File: src/rtl/relay_sched_if.sv
// relay_sched_if: ARM-side strobes and relay-block outputs of the relay
// session sequencer, bundled so the sequencer and its driver share one port.
//   enable    ARM session enable (low aborts a session)
//   start     request to begin a session
//   ssp_dout  ARM transmit data (high = ARM activity)
//   data_in   line from the peer Proxmark (high = peer activity)
//   mod_type  3-bit mode select to the relay block
//   busy      sequencer is in a session
//   timeout   last session ended waiting for ARM or peer
//   state     debug state encoding
interface relay_sched_if;
  logic       enable;
  logic       start;
  logic       ssp_dout;
  logic       data_in;
  logic [2:0] mod_type;
  logic       busy;
  logic       timeout;
  logic [2:0] state;

  // master: the ARM / stimulus side
  modport master (
    output enable, start, ssp_dout, data_in,
    input  mod_type, busy, timeout, state
  );

  // slave: the sequencer
  modport slave (
    input  enable, start, ssp_dout, data_in,
    output mod_type, busy, timeout, state
  );
endinterface

File: src/rtl/relay_sched.sv
// relay_sched: runs one relay exchange without ARM intervention.
// FWD forwards the ARM frame (MASTER), WAIT waits for the peer answer,
// RET returns it to the ARM (SLAVE), REPORT holds DELAY mode while the
// measured delay is shifted out. Inputs are sampled once every 8 clocks.
// Ports:
//   ck_1356meg  13.56 MHz clock
//   reset       synchronous active-high reset
//   bus         relay_sched_if.slave (enable/start/ssp_dout/data_in in,
//               mod_type/busy/timeout/state out)
module relay_sched #(
  parameter int unsigned RESP_TIMEOUT = 4096,
  parameter int unsigned QUIET_TICKS  = 64,
  parameter int unsigned DELAY_HOLD   = 65552
) (
  input  logic          ck_1356meg,
  input  logic          reset,
  relay_sched_if.slave  bus
);

  typedef enum logic [2:0] {
    S_IDLE   = 3'd0,
    S_FWD    = 3'd1,
    S_WAIT   = 3'd2,
    S_RET    = 3'd3,
    S_REPORT = 3'd4
  } state_e;

  localparam logic [16:0] RT = 17'(RESP_TIMEOUT);
  localparam logic [16:0] QT = 17'(QUIET_TICKS);
  localparam logic [16:0] DH = 17'(DELAY_HOLD);

  state_e      state_q, state_d;
  logic [2:0]  presc_q;
  logic [16:0] cnt_q, cnt_d, cnt_inc;
  logic        seen_q, seen_d;
  logic        timeout_q, timeout_d;
  logic [2:0]  mod_q, mod_d;
  logic        busy_q;
  logic        tick;

  assign tick    = (presc_q == 3'd7);
  assign cnt_inc = cnt_q + 17'd1;

  always_comb begin
    state_d   = state_q;
    cnt_d     = cnt_q;
    seen_d    = seen_q;
    timeout_d = timeout_q;
    // Abort wins over anything tick-driven and leaves timeout alone.
    if (state_q != S_IDLE && !bus.enable) begin
      state_d = S_IDLE;
    end else begin
      case (state_q)
        S_IDLE: if (bus.start && bus.enable) begin
          state_d   = S_FWD;
          timeout_d = 1'b0;
          seen_d    = 1'b0;
        end
        S_FWD: if (tick) begin
          if (bus.ssp_dout) begin
            seen_d = 1'b1;
            cnt_d  = '0;
          end else begin
            cnt_d = cnt_inc;
            // Once the ARM has spoken, cnt measures quiet time;
            // before that it measures the wait for the ARM.
            if (seen_q && cnt_inc == QT) state_d = S_WAIT;
            else if (!seen_q && cnt_inc == RT) begin
              state_d   = S_IDLE;
              timeout_d = 1'b1;
            end
          end
        end
        S_WAIT: if (tick) begin
          if (bus.data_in) state_d = S_RET;
          else begin
            cnt_d = cnt_inc;
            if (cnt_inc == RT) begin
              state_d   = S_IDLE;
              timeout_d = 1'b1;
            end
          end
        end
        S_RET: if (tick) begin
          if (bus.data_in) cnt_d = '0;
          else begin
            cnt_d = cnt_inc;
            if (cnt_inc == QT) state_d = S_REPORT;
          end
        end
        S_REPORT: if (tick) begin
          cnt_d = cnt_inc;
          if (cnt_inc == DH) state_d = S_IDLE;
        end
        default: state_d = S_IDLE;
      endcase
    end
    if (state_d != state_q) cnt_d = '0;
  end

  // Outputs decode the next state so they move on the same edge as state.
  always_comb begin
    case (state_d)
      S_RET:    mod_d = 3'b001;
      S_REPORT: mod_d = 3'b010;
      default:  mod_d = 3'b000;
    endcase
  end

  always_ff @(posedge ck_1356meg) begin
    if (reset) begin
      state_q   <= S_IDLE;
      presc_q   <= '0;
      cnt_q     <= '0;
      seen_q    <= 1'b0;
      timeout_q <= 1'b0;
      mod_q     <= 3'b000;
      busy_q    <= 1'b0;
    end else begin
      state_q   <= state_d;
      presc_q   <= presc_q + 3'd1;
      cnt_q     <= cnt_d;
      seen_q    <= seen_d;
      timeout_q <= timeout_d;
      mod_q     <= mod_d;
      busy_q    <= (state_d != S_IDLE);
    end
  end

  assign bus.mod_type = mod_q;
  assign bus.busy     = busy_q;
  assign bus.timeout  = timeout_q;
  assign bus.state    = state_q;

endmodule
File: src/flat_wrapper.sv
// flat-port wrapper written by rule: the top's interface ports become plain ports
module relay_sched_flat 
#(
  parameter int unsigned RESP_TIMEOUT = 4096,
  parameter int unsigned QUIET_TICKS  = 64,
  parameter int unsigned DELAY_HOLD   = 65552
)
  (ck_1356meg, reset, bus_enable, bus_start, bus_ssp_dout, bus_data_in, bus_mod_type, bus_busy, bus_timeout, bus_state);
  relay_sched_if bus_i ();
  input  logic ck_1356meg;
  input  logic reset;
  input wire logic [$bits(bus_i.enable)-1:0] bus_enable;
  input wire logic [$bits(bus_i.start)-1:0] bus_start;
  input wire logic [$bits(bus_i.ssp_dout)-1:0] bus_ssp_dout;
  input wire logic [$bits(bus_i.data_in)-1:0] bus_data_in;
  output wire logic [$bits(bus_i.mod_type)-1:0] bus_mod_type;
  output wire logic [$bits(bus_i.busy)-1:0] bus_busy;
  output wire logic [$bits(bus_i.timeout)-1:0] bus_timeout;
  output wire logic [$bits(bus_i.state)-1:0] bus_state;
  assign bus_i.enable = bus_enable;
  assign bus_i.start = bus_start;
  assign bus_i.ssp_dout = bus_ssp_dout;
  assign bus_i.data_in = bus_data_in;
  assign bus_mod_type = bus_i.mod_type;
  assign bus_busy = bus_i.busy;
  assign bus_timeout = bus_i.timeout;
  assign bus_state = bus_i.state;
  relay_sched #(.RESP_TIMEOUT(RESP_TIMEOUT), .QUIET_TICKS(QUIET_TICKS), .DELAY_HOLD(DELAY_HOLD)) u_core (.ck_1356meg(ck_1356meg), .reset(reset), .bus(bus_i));
endmodule
File: config.mk
export PLATFORM = sky130hd
export DESIGN_NAME = relay_sched_flat
export DESIGN_NICKNAME = d
export VERILOG_FILES = /design/src/rtl/relay_sched_if.sv /design/src/rtl/relay_sched.sv /design/src/flat_wrapper.sv
export SDC_FILE = /design/constraint.sdc
export NUM_CORES = 1
export LEC_CHECK = 0
export ABC_AREA = 0
export CORE_MARGIN = 10
export CORE_UTILIZATION = 45
export DETAILED_ROUTE_END_ITERATION = 8
export MAX_ROUTING_LAYER = met4
export PLACE_DENSITY_LB_ADDON = 0.12
export REMOVE_ABC_BUFFERS = 1
export SLEW_MARGIN = 20
export SYNTH_ARGS = -nofsm -noshare
export SYNTH_HDL_FRONTEND = slang
export SYNTH_SLANG_ARGS = --single-unit
export TNS_END_PERCENT = 50
File: constraint.sdc
create_clock -name ck_1356meg -period 8.7 [get_ports ck_1356meg]
set_input_delay 1.74 -clock ck_1356meg [delete_from_list [all_inputs] [get_ports ck_1356meg]]
set_output_delay 1.74 -clock ck_1356meg [all_outputs]
set_load 0.03 [all_outputs]
==> flow_summary_export.csv <==
group,metric,value,unit
cts,htreeDepth,1,
sta,finalMaxSlewViolations,0,
place,io_buffers,12,
synth,synth_cell_types,61,
cells_and_area,layout_common_cells,"dfxtp_1 (28), nand2_1 (22), nor3_1 (17)",
detailed_routing,vias_per_cell,6.044,
place,place_hpwl,3.819,mm
global_route,grt_use_total,0.1331,
cts,cts_hold_buf,0,
sta,min_period,3.956,ns
synth,avgSynthCellArea,7.942,um2
detailed_routing,dr.pass1.iters,4,
synth,synth_edf_count,0,
place,place_congestion,0.8338,
floorplan,die_height,90.55,um
cts,cts_buffers,3,
place,place_inst,335,
flow_run,drv_cap,0,
setup_path,path_class,"in2reg",
min_path,hp-class,"reg2reg",
synth,syn_area,0.002240,mm2
cts,cts.sinks,28,
cells_and_area,antenna_cells,0,
synth,synth_top_area_share,0.2503,
floorplan,die_area,0.008198,mm2
global_route,grt_max_degree,29,
global_route,antenna_found_initial,0,
floorplan,io_pins,14,
detailed_routing,vias,2049,
min_path,worst_hold_path.num_cells,1,
floorplan,row_count,25,
detailed_routing,avgRoutedWirePerCell,15.87,um
synth,yosysSeqAreaShare,0.2503,
cells_and_area,area_growth,5.419,%
place,pre_cts_ws,4.461,ns
global_route,grt_pass1_wl,9.190,mm
synth,postSynthRegisterBits,28,
setup_path,start_kind,"primary input",
cts,cts-root-buf,"clkbuf_8",
setup_path,reg2reg_depth,8,
sta,fin_worst_skew,0.008491,ns
floorplan,start_util,0.4680,
cts,cts_setup_buffers,0,
setup_path,cp_max_fo,17,
synth,ys_top_cells_by_area,"dfxtp_1 (25%), nor3_1 (3.8%), nand2_1 (3.7%), nor4_1 (3.4%), nand4_1 (3.1%)",
cts,clk-insertion-delay-late,0.28,ns
sta,finalHoldViolations,0,
sta,slew_headroom,0.3839,
cells_and_area,final_common_cell,"dfxtp_1",
sta,fmax,252.8,MHz
detailed_routing,wl,5.379,mm
setup_path,cp_data_required_time,8.84,ns
cts,post_cts_resized,0,
cts,cts_tree,"done",
synth,synth_warnings,0,
synth,netlist_instances,282,
sta,rsz0062_at_grt,"false",
synth,dominantRegCellSynth,"dfxtp_1",
cells_and_area,fin_util,0.4933,
cts,clock_path_buffers,2,
floorplan,die_w,90.55,um
sta,setup_viol,0,
cells_and_area,nets,283,
detailed_routing,dr.first_iter.drc_count,133,
sta,tightest_slew,0.9241,ns
global_route,grt_pass1_vias,1889,
floorplan,core_area,0.004786,mm2
sta,fin_ws,4.744,ns
setup_path,cp.arrival,4.10,ns
cells_and_area,fin_area,0.002361,mm2
detailed_routing,drc,0,
cts,clk_pin_slew_worst_paths,0.10,ns
sta,finalSetupTns,0,ns
cells_and_area,post_route_cells_drive_above_1_share,0.06985,
power_and_ir_drop,pwr_density_cell,112.9,mW/mm2
place,dpl_cell_area,0.002290,mm2
power_and_ir_drop,ir_worst_vdd,76.33,uV
global_route,grt_overflow,0,
power_and_ir_drop,p_leak,0.7752,nW
detailed_routing,ant_nets,0,
sta,period_share,0.4547,
setup_path,end_kind,"flop",
synth,async_flop_share,0,
cells_and_area,stdcell_count,339,
synth,synth_top_cell_by_area,"dfxtp_1",
run_status,status,"finished clean",
-- path summary, 6_finish.rpt --
kind                                           to  slack [ns]               from
worst min register to register  u_core.presc_q[0]        0.43  u_core.presc_q[0]
worst max-delay path              u_core.cnt_q[0]        4.74          bus_start
worst max register to register    u_core.cnt_q[0]        4.84    u_core.cnt_q[0]
worst min-delay path            u_core.presc_q[0]        0.43  u_core.presc_q[0]
-- logic make-up after synthesis --
group	after synthesis	synth area share
AOI/OAI and AO/OA	74	0.2520
and+or+nand+nor	134	0.3520
muxes	1	0.004469
other	1	0.001674
buffers and inverters	32	0.08603
xor gates and xnor gates	8	0.03129
adders and majority gates	4	0.02235
DFF	28	0.2503
-- cells in the mapped netlist (4+ instances only) --
library cell and instances:
dfxtp_1 28, nand2_1 22, nor3_1 17, nor2_1 16, a21oi_1 13, nor4_1 12, nand3_1 11, nand4_1 11
nor2b_1 11, o21ai_0 9, a211oi_1 8, buf_2 8, a21o_1 7, a22oi_1 6, a31oi_1 6, buf_6 6
clkbuf_1 6, nand3b_1 6, and2_1 5, inv_1 5, nor3b_1 5, xor2_1 5, buf_4 4, ha_1 4
-- power by group --
group / internal (mW) / leakage (nW) / switching [mW]
Clock: 0.0617 / 0.0357 / 0.0438
Sequential: 0.131 / 0.227 / 0.00271
Combinational: 0.0102 / 0.513 / 0.0175
Total: 0.203 / 0.775 / 0.0641
-- registers in the layout (all words and copies together) (netlist names) --
name and flops:
u_core.seen_q 1, u_core.bus.state 3, u_core.bus.busy 1, u_core.presc_q 3, u_core.bus.mod_type 2, u_core.cnt_q 17, u_core.bus.timeout 1
-- critical path, cell delays in order --
cell and delay [ns]:
clkdlybuf4s50_1 0.44, nor2b_1 0.18, o21ai_0 0.21, a21oi_1 0.14
nor4_1 0.28, a31oi_1 0.18, a221oi_4 0.77, nor4_1 0.15
-- cell type report --
cell class                 count  area [um2]
clock buffer                   3       41.29
clock inverter                 1       30.03
fill                         493        2425
inverter                       5       18.77
multi-input combinational    222        1499
sequential                    28       560.5
tap                           67       83.83
timing repair buffer          13       127.6
-- metrics by stage --
step                hold slack [ns]  power [mW]
global route                 0.4551      0.2779
global placement             0.4108      0.1641
finish                       0.4266      0.2666
detailed placement           0.4161      0.1639
floorplan                    0.3946      0.1529
CTS                          0.4310      0.2700
-- layer usage --
metal,track usage,routed length (um)
met4,0.04111,42
met3,0.01663,252
met2,0.2097,2529
met1,0.1722,2555
met5,-,0
Power figures use the tool's default switching activity.
